[src/rtl/instr_mem_loadable.sv]
`default_nettype none
// +-----------------------------------------------------------------------------+
// | Module   : instr_mem_loadable                                               |
// | Purpose  : Loadable instruction memory with a registered fetch port and a   |
// |            streaming valid/ready program-load engine.                       |
// |            Optional even-parity protection: define INSTR_MEM_PARITY_EN.     |
// | Revision : 1.0 - initial release                                            |
// +-----------------------------------------------------------------------------+
module instr_mem_loadable #(
  parameter int unsigned        DATA_W   = 16,
  parameter int unsigned        ADDR_W   = 6,
  parameter int unsigned        DEPTH    = 64,
  parameter logic [DATA_W-1:0]  NOP_WORD = '0
) (
  input  logic              clk,
  input  logic              rst_n,
  input  logic              fetch_req,
  input  logic [ADDR_W-1:0] fetch_addr,
  input  logic              fetch_stall,
  output logic              fetch_valid,
  output logic [DATA_W-1:0] fetch_data,
  output logic              fetch_fault,
  input  logic              load_start,
  input  logic              load_valid,
  input  logic [DATA_W-1:0] load_data,
  input  logic              load_last,
  output logic              load_ready,
  output logic              load_busy,
  output logic              load_done,
  output logic [ADDR_W:0]   load_count
`ifdef INSTR_MEM_PARITY_EN
  ,
  output logic              parity_err
`endif
);

`ifdef INSTR_MEM_PARITY_EN
  localparam int unsigned c_PAR_W = 1;
`else
  localparam int unsigned c_PAR_W = 0;
`endif
  localparam int unsigned       c_MEM_W     = DATA_W + c_PAR_W;
  localparam logic [ADDR_W-1:0] c_LAST      = ADDR_W'(DEPTH - 1);
  localparam logic [ADDR_W:0]   c_DEPTH_EXT = (ADDR_W + 1)'(DEPTH);

  generate
    if (DEPTH < 1 || DEPTH > (2 ** ADDR_W)) begin : g_bad_depth
      $error("instr_mem_loadable: DEPTH must lie in 1..2**ADDR_W");
    end
  endgenerate

  typedef enum logic [0:0] {
    ST_RUN  = 1'b0,
    ST_LOAD = 1'b1
  } state_t;

  state_t              state_q, state_d;
  logic [ADDR_W-1:0]   ptr_q, ptr_d;
  logic [ADDR_W:0]     count_q, count_d;
  logic                done_q, done_d;
  logic                valid_q, valid_d;
  logic [DATA_W-1:0]   data_q, data_d;
  logic                fault_q, fault_d;
  logic                w_we;
  logic                w_in_range;
  logic [ADDR_W-1:0]   w_rd_addr;
  logic [c_MEM_W-1:0]  w_rd_word;
  logic [c_MEM_W-1:0]  w_wr_word;

  // Storage is deliberately outside the reset domain so a program survives rst_n.
  logic [c_MEM_W-1:0]  mem_q [DEPTH];

  assign w_in_range = ({1'b0, fetch_addr} < c_DEPTH_EXT);
  assign w_rd_addr  = w_in_range ? fetch_addr : '0;
  assign w_rd_word  = mem_q[w_rd_addr];

`ifdef INSTR_MEM_PARITY_EN
  logic perr_q, perr_d;
  assign w_wr_word  = {^load_data, load_data};
  assign parity_err = perr_q;
`else
  assign w_wr_word  = load_data;
`endif

  always_ff @(posedge clk) begin
    if (w_we) begin
      mem_q[ptr_q] <= w_wr_word;
    end
  end

  always_ff @(posedge clk or negedge rst_n) begin
    if (!rst_n) begin
      state_q <= ST_RUN;
      ptr_q   <= '0;
      count_q <= '0;
      done_q  <= 1'b0;
      valid_q <= 1'b0;
      data_q  <= NOP_WORD;
      fault_q <= 1'b0;
`ifdef INSTR_MEM_PARITY_EN
      perr_q  <= 1'b0;
`endif
    end else begin
      state_q <= state_d;
      ptr_q   <= ptr_d;
      count_q <= count_d;
      done_q  <= done_d;
      valid_q <= valid_d;
      data_q  <= data_d;
      fault_q <= fault_d;
`ifdef INSTR_MEM_PARITY_EN
      perr_q  <= perr_d;
`endif
    end
  end

  always_comb begin
    state_d    = state_q;
    ptr_d      = ptr_q;
    count_d    = count_q;
    done_d     = 1'b0;
    w_we       = 1'b0;
    valid_d    = valid_q;
    data_d     = data_q;
    fault_d    = fault_q;
`ifdef INSTR_MEM_PARITY_EN
    perr_d     = perr_q;
`endif
    load_ready = (state_q == ST_LOAD);
    load_busy  = (state_q == ST_LOAD);

    case (state_q)
      ST_RUN: begin
        if (load_start) begin
          state_d = ST_LOAD;
          ptr_d   = '0;
        end
      end
      ST_LOAD: begin
        if (load_valid) begin
          w_we  = 1'b1;
          ptr_d = ptr_q + ADDR_W'(1);
          // A full array ends the load even without load_last.
          if (load_last || (ptr_q == c_LAST)) begin
            state_d = ST_RUN;
            ptr_d   = '0;
            count_d = {1'b0, ptr_q} + (ADDR_W + 1)'(1);
            done_d  = 1'b1;
          end
        end
      end
      default: begin
        state_d = ST_RUN;
        ptr_d   = '0;
      end
    endcase

    if (!fetch_stall) begin
      if (state_q == ST_LOAD || !fetch_req) begin
        valid_d = 1'b0;
        fault_d = 1'b0;
`ifdef INSTR_MEM_PARITY_EN
        perr_d  = 1'b0;
`endif
      end else if (w_in_range) begin
        valid_d = 1'b1;
        fault_d = 1'b0;
        data_d  = w_rd_word[DATA_W-1:0];
`ifdef INSTR_MEM_PARITY_EN
        perr_d  = ^w_rd_word;
        if (^w_rd_word) begin
          data_d = NOP_WORD;
        end
`endif
      end else begin
        valid_d = 1'b1;
        fault_d = 1'b1;
        data_d  = NOP_WORD;
`ifdef INSTR_MEM_PARITY_EN
        perr_d  = 1'b0;
`endif
      end
    end
  end

  assign fetch_valid = valid_q;
  assign fetch_data  = data_q;
  assign fetch_fault = fault_q;
  assign load_done   = done_q;
  assign load_count  = count_q;

endmodule
`default_nettype wire

[config.mk]
export PLATFORM = sky130hd
export DESIGN_NAME = instr_mem_loadable
export DESIGN_NICKNAME = d
export VERILOG_FILES = /design/src/rtl/instr_mem_loadable.sv
export SDC_FILE = /design/constraint.sdc
export NUM_CORES = 1
export LEC_CHECK = 0
export BUFFER_PORTS_ARGS = -buffer_cell sky130_fd_sc_hd__buf_2
export CORE_MARGIN = 2
export CORE_UTILIZATION = 30
export DETAILED_ROUTE_END_ITERATION = 12
export PLACE_DENSITY_LB_ADDON = 0.08
export RECOVER_POWER = 50
export SLEW_MARGIN = 20
export SYNTH_ARGS = -nofsm -noshare
export SYNTH_HDL_FRONTEND = slang
export SYNTH_SLANG_ARGS = --single-unit
[constraint.sdc]
create_clock -name clk -period 6.4 [get_ports clk]
set_clock_uncertainty 0.05 [all_clocks]
set_input_delay 0.64 -clock clk [delete_from_list [all_inputs] [get_ports clk]]
set_output_delay 0.64 -clock clk [all_outputs]
set_load 0.02 [all_outputs]
; Yosys cells after proc, flatten, opt, wreduce, memory -nomap -nowiden
; Memory sizes are Yosys's and may differ from the RTL's. A register that Yosys moved wholly into a read port is not among the register bits.
; Cells that the tools add are included.
[word_totals]
n_memories = 1
reg_bits = 16
in_bits = 29
ramBits = 1024
word_cells = 37
[op_classes]
muxes = 16
reduce_logical = 7
eq_ne = 3
add_sub_neg = 2
bitwise_logic = 3
[memory_table]
columns = memory, words, word_bits, rd, rd_ports_with_merged_regs, wr, line_no
row1 = mem_q, 64, 16, 1, 1, 1, 71  ; logic [c_MEM_W-1:0] mem_q [DEPTH];
[op_table]
columns = cell, n
row1 = 2-to-1 mux 6 bit, 3
row2 = one-hot mux 6 bit (2 select lines), 1
row3 = 2-to-1 mux 1 bit, 11
row4 = adder 6 x 1 -> 7 bit (second input constant), 1
row5 = adder 6 x 1 -> 6 bit (second input constant), 1
row6 = == test 6 bit (second input constant), 1
row7 = != test 2 bit (second input constant), 2
row8 = AND reduction 2 bit, 2
row9 = inverter 1 bit, 3
row10 = AND reduction 3 bit, 1
row11 = zero test 1 bit, 2
row12 = logical OR 1 bit, 2
row13 = one-hot mux 1 bit (2 select lines), 1

; Depth between registers and ports, before layout
; Gate-level depths: netlist (run 1).
[depth]
ltp_word = 5
depth_mapped = 11
depth_no_buf = 7

; Least setup slack after synthesis (run 1)
; Ideal clock, no wire load.
[synth_path]
path_type = in2reg
start = input port fetch_addr[4]
end = register data_q[10] (netlist: fetch_data[10]), read port of mem_q
slack_ns = 3.796
setup_time_ns = 0.126
cell_stages = 8
required_time_ns = 6.224
arrival_time_ns = 2.428
cell_sequence = clkbuf_1 buf_4 buf_2 mux4_2 mux4_2 o22ai_1 a211oi_1 a221o_1
[synth_lines]
columns = item, line_no
row1 = "start, declared", 18  ; input logic [ADDR_W-1:0] fetch_addr,
row2 = "end, declared", 62  ; logic [DATA_W-1:0] data_q, data_d;

; Worst setup path after layout (run 1)
[layout_path]
start = input port load_data[13]
end = memory mem_q[16][13] in the netlist's numbering (data pin)
[layout_lines]
columns = item, line_no
row1 = "start, declared", 25  ; input logic [DATA_W-1:0] load_data,
row2 = "end, declared", 71
; No word-level cell before the write port.

==> results.yml, run 1 <==
clocking:
  cts_root_buf: "clkbuf_16"
  cts_inserted_buffers: 116
  clk_latency_ns: 0.72
  cts_tree: "yes"
  clk_pin_slew_ns: 0.06
  cts.sinks: 1056
  cts_setup_buffers: 0
  h-tree-depth: 3
  clockBufferDepth: 3
finish:
  syn2layout_area_growth_pct: 15.39
  seqCellArea_sq_um: 31550
  fin_cells: 4016
  antenna_cells: 0
  multi_input_area_sq_um: 8785
  nets: 2165
  nFillCells: 12573
  layout-drive-gt1-share_pct: 22.68
synth:
  synth_warnings: 0
  synth_seq_cells: 1056
  synth_nets: 2015
  avgSynthCellArea_sq_um: 20.60
  syn-cell-area_sq_um: 40890
  yosysSeqAreaShare_pct: 77.15
  syn_inst: 1985
  synth.distinct_cells: 44
die:
  die_x_um: 373.2
  fp.coreArea_sq_um: 135300
  io_pins: 57
  rows: 135
  die-height_um: 373.2
  start_util_pct: 30.23
  die_area_sq_um: 139300
power:
  power.density_nw_per_um2: 317.4
  p_total_w: 0.01497
  ir_drop_mv: 0.1933
  leakage_nw: 15.17
sta:
  maxSlewHeadroom_pct: -157.6
  fmax_mhz: 277.4
  drv_slew: 1073
  setup_viol_count_final: 0
  fin_tns_setup_ns: 0
  fin_crit_ns: 3.604
  hold_violations: 0
  period_share_pct: 56.32
  rsz0062_at_grt: "no"
  max_slew.worst_pin.slew_ns: 3.865
worst_setup_path:
  crit_path_cell_trace: "buf_2 -> clkbuf_1"
  critPathSlowestCell: "clkbuf_1"
  end_kind: "flop"
  worst-setup-path-type: "in -> reg"
  start_kind: "input pin"
  critical_path.max_stage_delay_ns: 2.64
  worstPathArrival_ns: 3.49
  cp_top_family: "buffers and inverters"
  critPathRequiredTime_ns: 6.29
  path_buf_inv: 2
  cp_max_fo: 64
detailed_routing:
  routed_via_density: 4.961
  vias: 19925
  drtIter0Drc: 1704
  firstDrtPassIters: 5
  routed_wl_um: 117600
  drc: 0
  ant_nets: 0
  wl_per_cell_um: 29.28
grt:
  antenna_found_initial: 9
  grt_pass1_vias: 20440
  grt_pass1_wl_um: 164300
  grt-ovfl-total: 0
  grt_max_degree: 114
  grt_usage_pct: 16.78
placed_design:
  hpwl_um: 66860
  dp_cells: 3797
  gp_congestion: 0.7373
  port_buffers: 55
outcome:
  status: "finished with violations"
  violations: "max-capacitance violations, max-slew violations"
worst_hold_path:
  hp-class: "in -> reg"
job:
  maxCapViolCount: 17
## cell type report
| cell class | count | area share [%] |
|---|---|---|
| Sequential cell | 1056 | 66.86 |
| Multi-Input combinational cell | 802 | 18.62 |
| Clock buffer | 154 | 6.653 |
| Tap cell | 1781 | 4.723 |
| Timing Repair Buffer | 156 | 2.137 |
| Clock inverter | 64 | 0.9837 |
| Inverter | 3 | 0.02386 |
## state kept, by name, indices dropped and copies added, names as in the netlist
register     flops
load_busy        1
load_done        1
fetch_valid      1
fetch_data      16
ptr_q            6
mem_q         1024
load_count       7
## through the flow
step,util (%),area [sq um],hold WS [ns],worst slack (ns)
2_1_floorplan,-,40890,0.2944,3.796
3_3_place_gp,32.25,43640,0.4136,2.131
3_5_place_dp,32.26,43650,0.4169,2.104
4_1_cts,34.93,47260,0.02162,2.913
5_1_grt,34.88,47190,0.08568,2.541
6_report,34.88,47190,0.09531,2.796
## cell families (layout without fill, tap and decap cells)
kind of cell               Yosys count  in the layout  synth area share (%)
DFF                               1056           1056                 77.15
muxes                              402            402                 14.93
AOI/OAI and AO/OA                  239            239                 4.335
and+or+nand+nor                    156            156                 1.756
buffers and inverters              127            377                 1.719
xor gates and xnor gates             3              3               0.06426
adders and majority gates            1              1               0.03059
other                                1              1              0.009170
## worst paths after layout
check	start	endpoint	slack, ns	depth (start not counted)
min	fetch_stall	fetch_valid$_DFFE_PN0N_	0.1	3
max reg2reg	load_busy$_DFF_PN0_	mem_q[29][10]$_DFFE_PP_	3.40	4
min in group asynchronous	rst_n	load_done$_DFF_PN0_	1.36	3
max in group asynchronous	rst_n	fetch_data[10]$_DFFE_PN0P_	3.35	3
max	load_data[13]	mem_q[16][13]$_DFFE_PP_	2.80	2
min reg2reg	fetch_valid$_DFFE_PN0N_	fetch_valid$_DFFE_PN0N_	0.44	2
## power by group
group / internal [W] / switching [W] / leakage (nW) / total [W]
registers: 0.00768 / 0.0000750 / 9.61 / 0.00775
logic: 0.000272 / 0.000595 / 3.79 / 0.000867
clock network: 0.00363 / 0.00272 / 1.77 / 0.00636
## cell usage in the layout, fill, tap and decap left out, types with 3 or more instances in the layout
cell,Yosys,routed
a22oi_1,80,80
o211ai_1,16,16
edfxtp_1,1024,1024
inv_6,0,3
nor2_1,81,37
a31oi_1,17,17
mux2i_1,225,225
clkbuf_1,41,60
mux2_2,17,17
o21ai_0,22,22
a22o_1,17,17
bufinv_16,0,5
clkbuf_8,0,4
mux4_1,16,16
a2111oi_0,16,16
a211oi_1,32,32
a221o_1,16,16
inv_1,3,3
clkbuf_16,0,119
mux4_2,144,144
o22ai_1,16,16
nor2_2,1,41
clkinvlp_4,0,4
buf_2,59,41
nor2_4,0,4
nand3_1,24,24
nand2_1,13,13
dfrtp_1,32,32
clkinv_1,0,20
clkinv_2,0,29
buf_4,10,81
nor2b_1,22,19
a21oi_1,4,4
nand2b_1,4,4
## what timing repair did
| action | in CTS | in global routing |
|---|---|---|
| endpoints found under the setup margin | 0 | 0 |
| hold buffers | 1 | 0 |
| gates resized for setup | 0 | 0 |
| hold endpoints to repair | 32 | 0 |
## metal layers
metal	routed length, um	vias up	GRT usage, %
met5	10	-	0
met4	2893	2	5.100
met3	5454	132	2.868
met2	55680	455	26.89
met1	53550	10741	23.37
li1	-	8595	-
## Yosys cell counts (all sizes together)
master	number	share of area (%)
clkbuf	42	0.39
mux2i	225	5.5
a22oi	80	1.5
ha	1	0.031
or3b	2	0.043
or3	2	0.031
buf	82	1.3
nor2	82	0.76
a21oi	4	0.049
or2	2	0.031
inv	3	0.028
o31ai	1	0.018
a221o	16	0.39
nor2b	22	0.34
mux4	160	9.0
o21ai	22	0.27
o41ai	1	0.021
nand3b	2	0.037
a31oi	17	0.26
nand3	24	0.29
mux2	17	0.47
conb	1	0.0092
a211oi	32	0.59
nand2	13	0.12
dfrtp	32	2.0
edfxtp	1024	75
a32o	1	0.024
nand4	1	0.015
xnor2	1	0.021
nand2b	4	0.061
a22o	17	0.36
o211ai	16	0.29
a2111oi	16	0.34
xor2	2	0.043
and2	2	0.031
o22ai	16	0.24
Power figures use the tool's default switching activity.
==> run 2, diff against run 1 <==
==> constraint.sdc (replaced) <==
create_clock -name clk -period 3.3 [get_ports clk]
set_clock_uncertainty 0.05 [all_clocks]
set_input_delay 0.33 -clock clk [delete_from_list [all_inputs] [get_ports clk]]
set_output_delay 0.33 -clock clk [all_outputs]
set_load 0.02 [all_outputs]
==> run 2 against run 1 <==
  * The run still ends with max-capacitance violations, max-slew violations left
  * Global-route usage up 0.19 points
  * First-iteration DRC count down 10%
  * Final cell count up 2.6%
  * Largest cell class unchanged
  * Wire length up 1.3%
  * Clock power up 90%
  * Design area up 2.0%
  * Critical path type unchanged
==> results.yml, run 2 (same netlist as run 1, synthesis figures left out) <==
detailed_routing:
  routed_wl_um: 119100
  wl_per_cell_um: 28.93
  drtIter0Drc: 1530
  vias: 20286
  drc: 0
  routed_via_density: 4.925
  firstDrtPassIters: 5
  ant_nets: 0
finish:
  fin_cells: 4119
  syn2layout_area_growth_pct: 17.74
  mostFrequentLayoutCells: "edfxtp_1 (1024), mux2i_1 (225), buf_4 (155)"
  nFillCells: 12513
  largest_reg_flops: 1024
  layout-drive-gt1-share_pct: 24.65
  largest_register: "mem_q"
  nets: 2266
  final_common_cell: "edfxtp_1"
die:
  io_pins: 57
  die_x_um: 373.2
  start_util_pct: 30.23
  fp.coreArea_sq_um: 135300
  die-height_um: 373.2
  rows: 135
  die_area_sq_um: 139300
worst_setup_path:
  critPathRequiredTime_ns: 3.68
  worstPathArrival_ns: 3.06
  critPathSlowestCell: "clkbuf_1"
  cp_top_family: "buffers and inverters"
  crit_path_cell_trace: "clkbuf_1 -> clkbuf_1"
  worst_path_most_repeated_cell: "clkbuf_1"
  start_kind: "input pin"
  critical_path.max_stage_delay_ns: 2.03
  worst-setup-path-type: "in -> reg"
  cp_max_fo: 49
  path_buf_inv: 2
  end_kind: "flop"
clocking:
  cts_inserted_buffers: 115
  cts_root_buf: "clkbuf_16"
  clk_latency_ns: 0.74
  clk_pin_slew_ns: 0.06
  cts.sinks: 1056
  hold_buffers: 6
  h-tree-depth: 3
  clockBufferDepth: 3
  ctsResizeCount: 0
  cts_tree: "yes"
  cts_setup_buffers: 0
power:
  ir_drop_mv: 0.4214
  power.density_nw_per_um2: 601.7
  leakage_nw: 15.69
placed_design:
  hpwl_um: 74340
  port_buffers: 55
  dp_cells: 3894
  gp_congestion: 0.7601
grt:
  antenna_found_initial: 10
  grt_pass1_vias: 20664
  grt_max_degree: 65
  grt_pass1_wl_um: 165200
  grt-ovfl-total: 0
  grt_usage_pct: 16.97
job:
  maxCapViolCount: 16
sta:
  drv_slew: 633
  hold_violations: 0
  fmax_mhz: 373.3
  fin_tns_setup_ns: 0
  maxSlewHeadroom_pct: -97.39
  period_share_pct: 81.17
  setup_viol_count_final: 0
  max_slew.worst_pin.slew_ns: 2.961
  fin_crit_ns: 2.679
  rsz0062_at_grt: "no"
worst_hold_path:
  hp-class: "in -> reg"
outcome:
  violations: "max-capacitance violations, max-slew violations"
  status: "finished with violations"
==> run 2: power by group <==
part / switching (W) / internal (W) / leakage, nW
registers: 0.000211 / 0.0149 / 9.61
clock network: 0.00521 / 0.00688 / 1.73
logic: 0.00116 / 0.000636 / 4.35
total: 0.00659 / 0.0224 / 15.7
==> run 2: cell type report <==
type | instances | area, sq um | area share (%)
Timing Repair Buffer | 258 | 2044 | 4.246
Multi-Input combinational cell | 802 | 8770 | 18.21
Antenna cell | 5 | 12.51 | 0.02599
Clock inverter | 60 | 466.7 | 0.9693
Inverter | 3 | 11.26 | 0.02339
Clock buffer | 154 | 3064 | 6.364
Sequential cell | 1056 | 31550 | 65.53
Tap cell | 1781 | 2228 | 4.628
==> run 2: per-stage QoR <==
stage	instance area [sq um]	utilization [%]	hold WS (ns)	setup WS (ns)	power [W]
detailed placement	44650	33.00	0.4540	0.09832	0.01719
floorplan	40890	-	-0.01559	0.9181	0.01611
global placement	44650	33.00	0.4420	0.03568	0.01717
global route	48130	35.58	0.2116	0.3712	0.02997
CTS	48250	35.66	0.05369	0.8273	0.02941
finish	48150	35.59	0.2319	0.6213	0.02897
==> run 2: path summary, 6_finish.rpt <==
kind                                                 from                          to  slack, ns  cells after the start
worst max-delay path                         load_data[6]       mem_q[6][6]$_DFFE_PP_       0.62                      2
worst min-delay path                           load_valid   load_count[6]$_DFFE_PN0P_       0.23                      4
worst max register to register       ptr_q[3]$_DFFE_PN0P_      mem_q[18][7]$_DFFE_PP_       0.82                      3
worst min register to register  load_count[1]$_DFFE_PN0P_   load_count[1]$_DFFE_PN0P_       0.47                      1
max in group asynchronous                           rst_n  fetch_data[14]$_DFFE_PN0P_       0.93                      2
min in group asynchronous                           rst_n   load_count[1]$_DFFE_PN0P_       0.84                      2
==> run 2: routing by layer <==
layer	wire length, um	vias up	track usage (%)
met4	3577	4	5.821
li1	-	8806	-
met2	53950	457	26.03
met3	5642	155	3.415
met1	55950	10864	24.04
met5	23	-	0
==> run 3, diff against run 2 <==
==> constraint.sdc (replaced) <==
create_clock -name clk -period 2.45 [get_ports clk]
set_clock_uncertainty 0.05 [all_clocks]
set_input_delay 0.245 -clock clk [delete_from_list [all_inputs] [get_ports clk]]
set_output_delay 0.245 -clock clk [all_outputs]
set_load 0.02 [all_outputs]
==> run 3 against run 2 <==
  * The run still ends with max-capacitance violations, max-slew violations left
  * Wire length rose by 2.2%
  * Via count increased by 3.2%
  * Combinational power grew 49%
  * Worst setup slack got worse by 0.52 ns
  * Clock-buffer cell count shrank 9
  * Power grew 43%
  * Sequential power up 34%
  * Final cell count rose by 3.3%
  * Global-route usage increased by 0.41 points
  * Register-to-register slack worse by 0.72 ns
  * Largest cell class unchanged
  * Highest routed layer is now met4
==> results.yml, run 3 (same netlist as run 1, synthesis figures left out) <==
finish:
  nFillCells: 12352
  fin_cells: 4254
  layout-drive-gt1-share_pct: 29.53
  mostFrequentLayoutCells: "edfxtp_1 (1024), mux2i_1 (225), buf_4 (186)"
  nets: 2391
  final_area_sq_um: 50530
  largest_register: "mem_q"
  syn2layout_area_growth_pct: 23.57
  final_common_cell: "edfxtp_1"
  largest_reg_flops: 1024
  post-route-util_pct: 37.35
clocking:
  cts_setup_buffers: 0
  clk_pin_slew_ns: 0.06
  cts.sinks: 1056
  cts_root_buf: "clkbuf_16"
  cts_inserted_buffers: 117
  clockBufferDepth: 3
  h-tree-depth: 3
  clk_latency_ns: 0.75
  cts_tree: "yes"
sta:
  max_slew.worst_pin.slew_ns: 1.864
  period_share_pct: 95.94
  rsz0062_at_grt: "no"
  drv_slew: 386
  fin_crit_ns: 2.350
  fmax_mhz: 425.4
  maxSlewHeadroom_pct: -24.25
  fin_tns_setup_ns: 0
  setup_viol_count_final: 0
  hold_violations: 0
worst_setup_path:
  critPathRequiredTime_ns: 3.03
  r2r_end: "fetch_data[9]$_DFFE_PN0P_"
  end_kind: "flop"
  start_kind: "flop"
  reg2reg_depth: 4
  cp_max_fo: 1
  reg2reg_from: "mem_q[48][9]$_DFFE_PP_"
  rrSetupSlack_ns: 0.1
  worstPathArrival_ns: 2.93
  worst-setup-path-type: "reg -> reg"
worst_hold_path:
  holdPathEnd: "fetch_data[1]$_DFFE_PN0P_"
  min_from: "fetch_addr[3]"
  min_path_cells: 4
  hp-class: "in -> reg"
power:
  p_clk_share_pct: 44.7
  power_frac_comb_pct: 6.5
  power_switching_w: 0.009304
  sw_frac_of_total_pct: 22.39
  ir_drop_mv: 0.4989
  leakage_nw: 16.77
  intPower_w: 0.03225
  power.density_nw_per_um2: 822.2
  p_seq_share_pct: 48.8
grt:
  grt_max_degree: 65
  antenna_found_initial: 7
  grt_usage_pct: 17.39
  grt_pass1_vias: 21591
  grt_pass1_wl_um: 170800
  grt-ovfl-total: 0
detailed_routing:
  firstDrtPassIters: 5
  routed_wl_um: 121700
  vias: 20942
  drc: 0
  drtIter0Drc: 1834
  routed_via_density: 4.923
  ant_nets: 0
  wl_per_cell_um: 28.61
outcome:
  violations: "max-capacitance violations, max-slew violations"
  status: "finished with violations"
placed_design:
  hpwl_um: 78220
  port_buffers: 55
  dpl_cell_area_sq_um: 46460
  dp_cells: 4001
  gp_congestion: 0.7464
job:
  maxCapViolCount: 10
die:
  die_x_um: 373.2
  die-height_um: 373.2
  rows: 135
  start_util_pct: 30.23
  fp.coreArea_sq_um: 135300
  die_area_sq_um: 139300
  io_pins: 57
==> run 3: how the worst max path moves through the flow <==
stage,cells after the start,endpoint,slack [ns],from
5_1_grt,11,fetch_data[14]$_DFFE_PN0P_,0.01,fetch_addr[0]
6_report,4,fetch_data[9]$_DFFE_PN0P_,0.1,mem_q[48][9]$_DFFE_PP_
2_1_floorplan,5,mem_q[63][0]$_DFFE_PP_,0.07,ptr_q[2]$_DFFE_PN0P_
4_1_cts,4,fetch_data[9]$_DFFE_PN0P_,0.13,mem_q[48][9]$_DFFE_PP_
3_3_place_gp,12,fetch_data[12]$_DFFE_PN0P_,-0.60,fetch_addr[0]
3_5_place_dp,11,fetch_data[14]$_DFFE_PN0P_,-0.64,fetch_addr[0]
==> run 3: stage by stage <==
stage               power (W)  setup slack, ns  hold slack [ns]
floorplan             0.02169          0.06814          -0.1006
global placement      0.02341          -0.5967           0.2488
detailed placement    0.02343          -0.6364           0.2577
CTS                   0.04219           0.1310          0.03761
global route          0.04291          0.01189           0.2085
finish                0.04155          0.09951           0.2223
==> run 3: routing by layer <==
layer  routed length [um]  track usage, %  vias to the layer above  part of all wire, %
li1                     -               -                     9070                    -
met1                57290           25.18                    11292                   47
met2                57330           27.79                      465                   47
met3                 5058           2.278                      115                  4.2
met4                 2032           4.126                        0                  1.7
met5                    0               0                        -                    0
==> run 3: repair_timing <==
item / in CTS / in global routing
hold buffers: 22 / 0
hold endpoints to repair: 420 / 0
gates resized for setup: 1 / 0
endpoints found under the setup margin: 1 / 0
==> run 3: final cells by class <==
cell class	instances	area, sq um	area share (%)
Clock inverter	78	998.5	1.976
Sequential cell	1056	31550	62.44
Antenna cell	8	20.02	0.03962
Timing Repair Buffer	381	3859	7.636
Inverter	3	11.26	0.02228
Clock buffer	145	3094	6.123
Multi-Input combinational cell	802	8771	17.36
Tap cell	1781	2228	4.410
==> run 3: power by group through the flow <==
stage | clock, W | sequential [W] | combinational [W]
after detailed placement | 0 | 0.0207 | 0.00278
after floorplan | 0 | 0.0206 | 0.00109
after CTS | 0.0191 | 0.0203 | 0.00282
after global routing | 0.0198 | 0.0203 | 0.00286
final | 0.0186 | 0.0203 | 0.00269
after global placement | 0 | 0.0206 | 0.00276
==> run 3: critical path: stages (launching register included) <==
cell and delay [ns]:
edfxtp_1 0.36, mux4_2 0.50, o21ai_0 0.78, o211ai_1 0.18
a221o_1 0.36
